<file path="src/rtl/ws_pe_pkg.sv">
// ws_pe_pkg: shared widths, INT32 limits and the saturating/wrapping adder for the PE
package ws_pe_pkg;
  localparam int ACT_W  = 8;
  localparam int ACC_W  = 32;
  localparam int PROD_W = 16;
  localparam logic [ACC_W-1:0] ACC_MAX = 32'h7FFF_FFFF;
  localparam logic [ACC_W-1:0] ACC_MIN = 32'h8000_0000;

  // signed add with a guard bit; clamps to the INT32 limits when sat is set, wraps otherwise
  function automatic logic [ACC_W-1:0] sat_add32(input logic [ACC_W-1:0] x, input logic [ACC_W-1:0] y, input logic sat);
    logic [ACC_W:0] s;
    s = {x[ACC_W-1], x} + {y[ACC_W-1], y};
    return (sat && (s[ACC_W] != s[ACC_W-1])) ? (s[ACC_W] ? ACC_MIN : ACC_MAX) : s[ACC_W-1:0];
  endfunction
endpackage

</file>
<file path="src/rtl/pe_mac8.sv">
// pe_mac8: INT8 multiply/bypass select, optional product register and INT32 accumulate; ovf port only with PE_OVF_FLAG_EN
module pe_mac8
  import ws_pe_pkg::*;
#(
  parameter int PIPE = 1,
  parameter int SAT  = 0
) (
  input  logic             clk,
  input  logic             rst_n,
  input  logic [ACT_W-1:0] a,
  input  logic [ACT_W-1:0] w,
  input  logic             bypass,
  input  logic             en,
  input  logic             clr,
  output logic [ACC_W-1:0] acc
`ifdef PE_OVF_FLAG_EN
  ,
  output logic             ovf
`endif
);
  logic [PROD_W-1:0] prod;
  logic [ACC_W-1:0]  opnd;
  logic [ACC_W-1:0]  add_val;
  logic              add_go;

  assign prod = $signed(a) * $signed(w);
  assign opnd = bypass ? {{(ACC_W-ACT_W){a[ACT_W-1]}}, a} : {{(ACC_W-PROD_W){prod[PROD_W-1]}}, prod};

  if (PIPE != 0) begin : g_pipe
    logic [ACC_W-1:0] prod_r;
    logic             vld;
    // stage 1: capture the operand; clr drops whatever is in flight
    always_ff @(posedge clk or negedge rst_n)
      if (!rst_n) begin
        prod_r <= '0;
        vld    <= 1'b0;
      end else begin
        vld <= en && !clr;
        if (en) prod_r <= opnd;
      end
    assign add_val = prod_r;
    assign add_go  = vld;
  end else begin : g_comb
    assign add_val = opnd;
    assign add_go  = en;
  end

  // accumulate with clr taking priority over any pending add
  always_ff @(posedge clk or negedge rst_n)
    if (!rst_n) acc <= '0;
    else if (clr) acc <= '0;
    else if (add_go) acc <= sat_add32(acc, add_val, SAT != 0);

`ifdef PE_OVF_FLAG_EN
  logic [ACC_W:0] sum;
  assign sum = {acc[ACC_W-1], acc} + {add_val[ACC_W-1], add_val};
  // sticky flag: any add whose true sum leaves the INT32 range
  always_ff @(posedge clk or negedge rst_n)
    if (!rst_n) ovf <= 1'b0;
    else if (clr) ovf <= 1'b0;
    else if (add_go && (sum[ACC_W] != sum[ACC_W-1])) ovf <= 1'b1;
`endif
endmodule

</file>
<file path="src/rtl/ws_pe.sv">
// ws_pe: weight-stationary INT8 PE holding one weight and forwarding activation/load strobe east; ovf port only with PE_OVF_FLAG_EN
module ws_pe
  import ws_pe_pkg::*;
#(
  parameter int PIPE = 1,
  parameter int SAT  = 0
) (
  input  logic             clk,
  input  logic             rst_n,
  input  logic [ACT_W-1:0] a_in,
  input  logic [ACT_W-1:0] b_in,
  input  logic             bypass,
  input  logic             en,
  input  logic             clr,
  input  logic             load_weight,
  output logic [ACT_W-1:0] a_out,
  output logic             load_weight_out,
  output logic [ACC_W-1:0] acc
`ifdef PE_OVF_FLAG_EN
  ,
  output logic             ovf
`endif
);
  logic [ACT_W-1:0] weight;

  // weight register; a same-cycle compute still sees the old value
  always_ff @(posedge clk or negedge rst_n)
    if (!rst_n) weight <= '0;
    else if (load_weight) weight <= b_in;

  // east-bound forwarding: strobe every cycle, activation only when enabled
  always_ff @(posedge clk or negedge rst_n)
    if (!rst_n) begin
      a_out           <= '0;
      load_weight_out <= 1'b0;
    end else begin
      load_weight_out <= load_weight;
      if (en) a_out <= a_in;
    end

  pe_mac8 #(.PIPE(PIPE), .SAT(SAT)) u_mac (
    .clk    (clk),
    .rst_n  (rst_n),
    .a      (a_in),
    .w      (weight),
    .bypass (bypass),
    .en     (en),
    .clr    (clr),
    .acc    (acc)
`ifdef PE_OVF_FLAG_EN
    ,
    .ovf    (ovf)
`endif
  );
endmodule

</file>
<file path="config.mk">
export PLATFORM = sky130hd
export DESIGN_NAME = ws_pe
export DESIGN_NICKNAME = d
export VERILOG_FILES = /design/src/rtl/ws_pe_pkg.sv /design/src/rtl/pe_mac8.sv /design/src/rtl/ws_pe.sv
export SDC_FILE = /design/constraint.sdc
export NUM_CORES = 1
export LEC_CHECK = 0
export BUFFER_PORTS_ARGS = -buffer_cell sky130_fd_sc_hd__buf_2
export CAP_MARGIN = 30
export CORE_ASPECT_RATIO = 1.4
export CORE_MARGIN = 2
export CORE_UTILIZATION = 40
export CTS_BUF_LIST = sky130_fd_sc_hd__clkbuf_8 sky130_fd_sc_hd__clkbuf_16
export DETAILED_ROUTE_END_ITERATION = 6
export SYNTH_ARGS = -nofsm -noshare
export SYNTH_HDL_FRONTEND = slang
export SYNTH_SLANG_ARGS = --single-unit
</file>
<file path="constraint.sdc">
create_clock -name clk -period 4.85 [get_ports clk]
set_clock_uncertainty 0.15 [all_clocks]
set_input_delay 0.2425 -clock clk [delete_from_list [all_inputs] [get_ports clk]]
set_output_delay 0.2425 -clock clk [all_outputs]
set_load 0.01 [all_outputs]
</file>
Yosys cells after proc, flatten, opt, wreduce, memory -nomap -nowiden:

Cells that the tools add are included.

* register bits: 82

* add/sub/neg operators: 1
* multipliers: 1
* multiplexer cells: 3
* reductions and logical operators: 3

Operator list (number)
* 32-bit 2-to-1 mux: 3
* 32-bit adder: 1
* 8-bit by 8-bit multiplier with 16-bit output: 1
* 2-bit nonzero test: 1
* 1-bit logical AND: 1
* 1-bit logical NOT: 1

Depth between registers and ports, before layout:

* word-level depth: 3
* depth in mapped cells: 20

By module:

Synthesis repeated with hierarchy kept, for this count alone.

* cell total of the unflattened synthesis: 731
* area, all modules: 6862.8 sq um

By module, submodules not included
* pe_mac8: instances 1, cells each 696, area an instance 6174.7 sq um, sequential area each 1226.2 sq um
* ws_pe: instances 1, cells each 35, area an instance 688.2 sq um, sequential area each 425.4 sq um

Worst setup path before layout:

OpenSTA, ideal clock, no wires.

* kind: reg2reg
* start point: register weight[4]
* end point: register u_mac.g_pipe.prod_r[12] (netlist: u_mac.add_val[12])
* arrival time: 4.220 ns
* required time: 4.581 ns
* setup slack: 0.361 ns
* cell stages (with the launch flop): 19
* buffers on the path: 0
* period minus slack after synthesis: 4.489 ns
* cells stage by stage: dfrtp_1 -> and2_1 -> fa_1 -> inv_1 -> fa_1 -> inv_1 -> fa_1 -> inv_1 -> fa_1 -> inv_1 -> ha_1 -> o21ai_0 -> nand2b_1 -> a21o_1 -> a21o_1 -> a31oi_1 -> xor2_1 -> o211ai_1 -> o21a_1

* word-level cells in the longest chain between the ends: 2

RTL lines
* start: declaration: RTL line ws_pe.sv:24 `logic [ACT_W-1:0] weight;`
* start signal: assignment: RTL line ws_pe.sv:29 `else if (load_weight) weight <= b_in;`
* 8-bit by 8-bit multiplier with 16-bit output: RTL line pe_mac8.sv:26 `assign prod = $signed(a) * $signed(w);`
* 32-bit 2-to-1 mux: RTL line pe_mac8.sv:27 `assign opnd = bypass ? {{(ACC_W-ACT_W){a[ACT_W-1]}}, a} : {{(ACC_W-PROD_W){prod[PROD_W-1]}}, prod};`
* end signal: assignment: RTL line pe_mac8.sv:39 `if (en) prod_r <= opnd;`
* end: declaration: RTL line pe_mac8.sv:30 `logic [ACC_W-1:0] prod_r;`

Every way passes these cells.
A chain may end at the register's enable or synchronous reset.

Worst setup path after layout:

* start point: register weight[5]
* end point: register u_mac.g_pipe.prod_r[12] (netlist: u_mac.add_val[12])

The elaborated chain is that of the path after synthesis.

==> run_results.csv <==
group,metric,value,unit
layout,drive_gt1_share,15.1,%
logic_synthesis,synthCells,703,
clocking,cts-root-buf,"clkbuf_16",
die,die_area,17700,um2
timing,holdWs,-63.4,ps
timing,worst_pin_slew,864,ps
clocking,clkLatencyLatePin,340,ps
timing,final.min_clock_period,4580,ps
critical_path,path_class,"flop to flop",
routing,drt_iter0_drc,194,
die,io-pin-count,63,
logic_synthesis,synth_edf_count,0,
job,cap_viol_max_count,0,
layout,fillerInstances,1573,
logic_synthesis,yosys.area_share.xor_xnor,5.14,%
critical_path,required,4920,ps
critical_path,cp-start-kind,"flop",
routing,viasPerCell,5.24,
logic_synthesis,syn-cell-area,6650,um2
logic_synthesis,synth-simple-area-share,14.0,%
logic_synthesis,synth_mux_area_share,7.13,%
critical_path,crit_family,"adder cells",
timing,rsz0062_at_grt,"no",
critical_path,cp_common_cell,"fa_1",
logic_synthesis,avgSynthCellArea,9.46,um2
clocking,cts_buffer_depth,2,
routing,drt_first_pass_iters,6,
logic_synthesis,synth_seq_cells,66,
placed_design,place_congestion,0.830,
logic_synthesis,ys_seq_area_share,24.8,%
timing,max_slew_margin,42.4,%
timing,finalCritPeriodShare,94.4,%
timing,setup_viol,0,
layout,n_antenna_cell,0,
global_route,overflow,0,
logic_synthesis,synth_top_family_by_area,"adder cells",
critical_path,crit_path_max_fanout,9,
critical_path,path_cells,"nand2_1, fa_1, fa_1, inv_1, fa_1, inv_1, fa_1, inv_1, ha_4, o21ai_0, nand2b_1, a21o_1, a21o_1, a31oi_4, xor2_1, o211ai_1, o21a_1",
critical_path,cp-end-kind,"flop",
logic_synthesis,yosysWarnings,0,
clocking,numCtsBuffers,9,
global_route,antenna_found_initial,0,
timing,finalHoldViolations,66,
die,row_count,55,
logic_synthesis,async_flop_share,100,%
clocking,cts_max_level,3,
clocking,clock-sinks,66,
logic_synthesis,syn_nets,841,
routing,totalWireLength,14.3,mm
routing,remaining_drc_errors,9,
status,violations,"design-rule violations, negative hold slack",
pwr,leakagePower,3.77,nW
global_route,grt_max_degree,67,
critical_path,arrival,4650,ps
min_path,hp-class,"input port to asynchronous set/reset pin",
layout,area_growth,14.0,%
placed_design,place_ws,84.0,ps
clocking,clk_pin_slew,50,ps
timing,setup_tns,0,ps
logic_synthesis,ys.flop_type,"dfrtp_1",
logic_synthesis,synthAdderAreaFrac,28.2,%
critical_path,r2r_start,"weight[5]",
logic_synthesis,yosysUniqueCellTypes,52,
routing,via_count,5098,
timing,slew_violations,0,
critical_path,worst_path_largest_cell_delay,560,ps
clocking,cts_tree,"done",
routing,ant_nets,0,
global_route,grt_pass1_wl,24.0,mm
critical_path,critPathLaunch,"weight[5]",
critical_path,slowest_stage,"fa_1",
placed_design,dp_hpwl,11.3,mm
global_route,grt_pass1_vias,5346,
pwr,p_total,4.51,mW
die,core,16200,um2
routing,avgRoutedWirePerCell,14.7,um
status,status,"complete, but fails checks",
critical_path,path_buf_inv,3,
die,die_x,113,um
die,die_height,157,um
global_route,grt_use_total,16.8,%
layout,layout_commonest_cell,"inv_1",
layout,multiInputGateArea,4600,um2
placed_design,numPortBuffers,62,
timing,fmax,0.219,GHz
die,start_util,40.9,%
layout,final_nets,908,
timing,timing.final.ws_setup,273,ps
logic_synthesis,synth_compound_area_share,14.3,%
pwr,powerDensity,595,nW/um2
layout,most-common-layout-cells,"inv_1, dfrtp_1, buf_2, ha_1, fa_1",
pwr,irDropWorstVdd,0.238,mV
layout,seqCellArea,1660,um2
path summary, 6_finish.rpt:
check	endpoint	slack [ps]	cells after the start
worst min-delay path	u_mac.acc[16]	-60	2
worst max-delay path	u_mac.add_val[12]	270	17
min in group clk	a_out[0]	110	2
max in group asynchronous	weight[7]	3970	2
worst max register to register	u_mac.add_val[12]	270	17
worst min register to register	u_mac.add_val[9]	330	1
metrics by stage:
stage / utilization (%) / area [um2] / instances
after floorplan: - / 6650 / 703
after global placement: 44.1 / 7160 / 947
after detailed placement: 44.1 / 7160 / 947
after CTS: 46.3 / 7520 / 971
after global routing: 46.7 / 7580 / 973
final: 46.7 / 7580 / 973
state kept, by name, indices dropped and copies added, names as in the netlist:
signal	cells
a_out	8
weight	8
load_weight_out	1
u_mac.acc	32
u_mac.add_val	16
u_mac.add_go	1
timing repair:
| action | 4_1_cts | 5_1_grt |
|---|---|---|
| hold buffers | 9 | 0 |
| endpoints found under the hold margin | 9 | 0 |
| resized for setup | 0 | 12 |
| endpoints found under the setup margin | 0 | 4 |
| buffers inserted | 0 | 2 |
power by group:
part / total, mW / leakage, nW / internal [mW] / switching (mW)
Combinational: 3.07 / 2.81 / 1.40 / 1.67
Clock: 0.612 / 0.142 / 0.366 / 0.245
Sequential: 0.828 / 0.824 / 0.688 / 0.140
Total: 4.51 / 3.77 / 2.45 / 2.06
worst register-to-register path, stage by stage, from the launching register on:
cell,delay [ps]
dfrtp_1,500
nand2_1,110
fa_1,490
fa_1,560
inv_1,60
fa_1,530
inv_1,50
fa_1,520
inv_1,60
ha_4,240
o21ai_0,70
nand2b_1,110
a21o_1,180
a21o_1,220
a31oi_4,190
xor2_1,170
o211ai_1,100
o21a_1,150
Yosys cell counts (3+ instances only):
| cell | count | area share, % |
|---|---|---|
| a211oi_1 | 4 | 0.45 |
| a21o_1 | 20 | 2.3 |
| a21oi_1 | 36 | 2.7 |
| a31oi_1 | 3 | 0.28 |
| a41oi_1 | 4 | 0.53 |
| and2_1 | 45 | 4.2 |
| and3_1 | 3 | 0.28 |
| buf_1 | 3 | 0.17 |
| clkbuf_1 | 17 | 0.96 |
| dfrtp_1 | 66 | 25 |
| fa_1 | 56 | 17 |
| ha_1 | 60 | 11 |
| inv_1 | 94 | 5.3 |
| mux2_2 | 18 | 3.0 |
| mux2i_1 | 26 | 3.9 |
| nand2_1 | 33 | 1.9 |
| nand2b_1 | 8 | 0.75 |
| nand3_1 | 9 | 0.68 |
| nand4_1 | 5 | 0.47 |
| nor2_1 | 49 | 2.8 |
| nor2b_1 | 13 | 1.2 |
| nor3_1 | 6 | 0.45 |
| o211ai_1 | 12 | 1.4 |
| o21a_1 | 14 | 1.6 |
| o21ai_0 | 21 | 1.6 |
| o21ai_1 | 3 | 0.23 |
| o21bai_1 | 5 | 0.56 |
| or3_1 | 4 | 0.38 |
| xnor2_1 | 28 | 3.7 |
| xor2_1 | 11 | 1.4 |
metal layers:
metal	up-vias	track usage, %	wire [um]
met2	94	31.2	7530
li1	2502	-	-
met5	-	0	0
met1	2475	19.1	5970
met3	27	2.94	498
met4	0	6.16	331
cells by family (layout without fill, tap and decap cells):
| kind of cell | count (synthesis) | after routing |
|---|---|---|
| multiplexers | 45 | 45 |
| flip-flops | 66 | 66 |
| buffers and inverters | 115 | 186 |
| AND/OR/NAND/NOR | 181 | 181 |
| AO/OA/AOI/OAI | 141 | 141 |
| XOR/XNOR | 39 | 39 |
| adder cells (fa/ha/maj) | 116 | 116 |
final cells by class:
cell class                      count  share of cell area [%]
Clock buffer                       11                    3.34
Clock inverter                      4                   0.248
Inverter                           94                    4.66
Multi-Input combinational cell    522                    60.7
Sequential cell                    66                    21.9
Tap cell                          199                    3.29
Timing Repair Buffer               77                    5.88
Note: power is estimated with default switching activity, not from simulation.
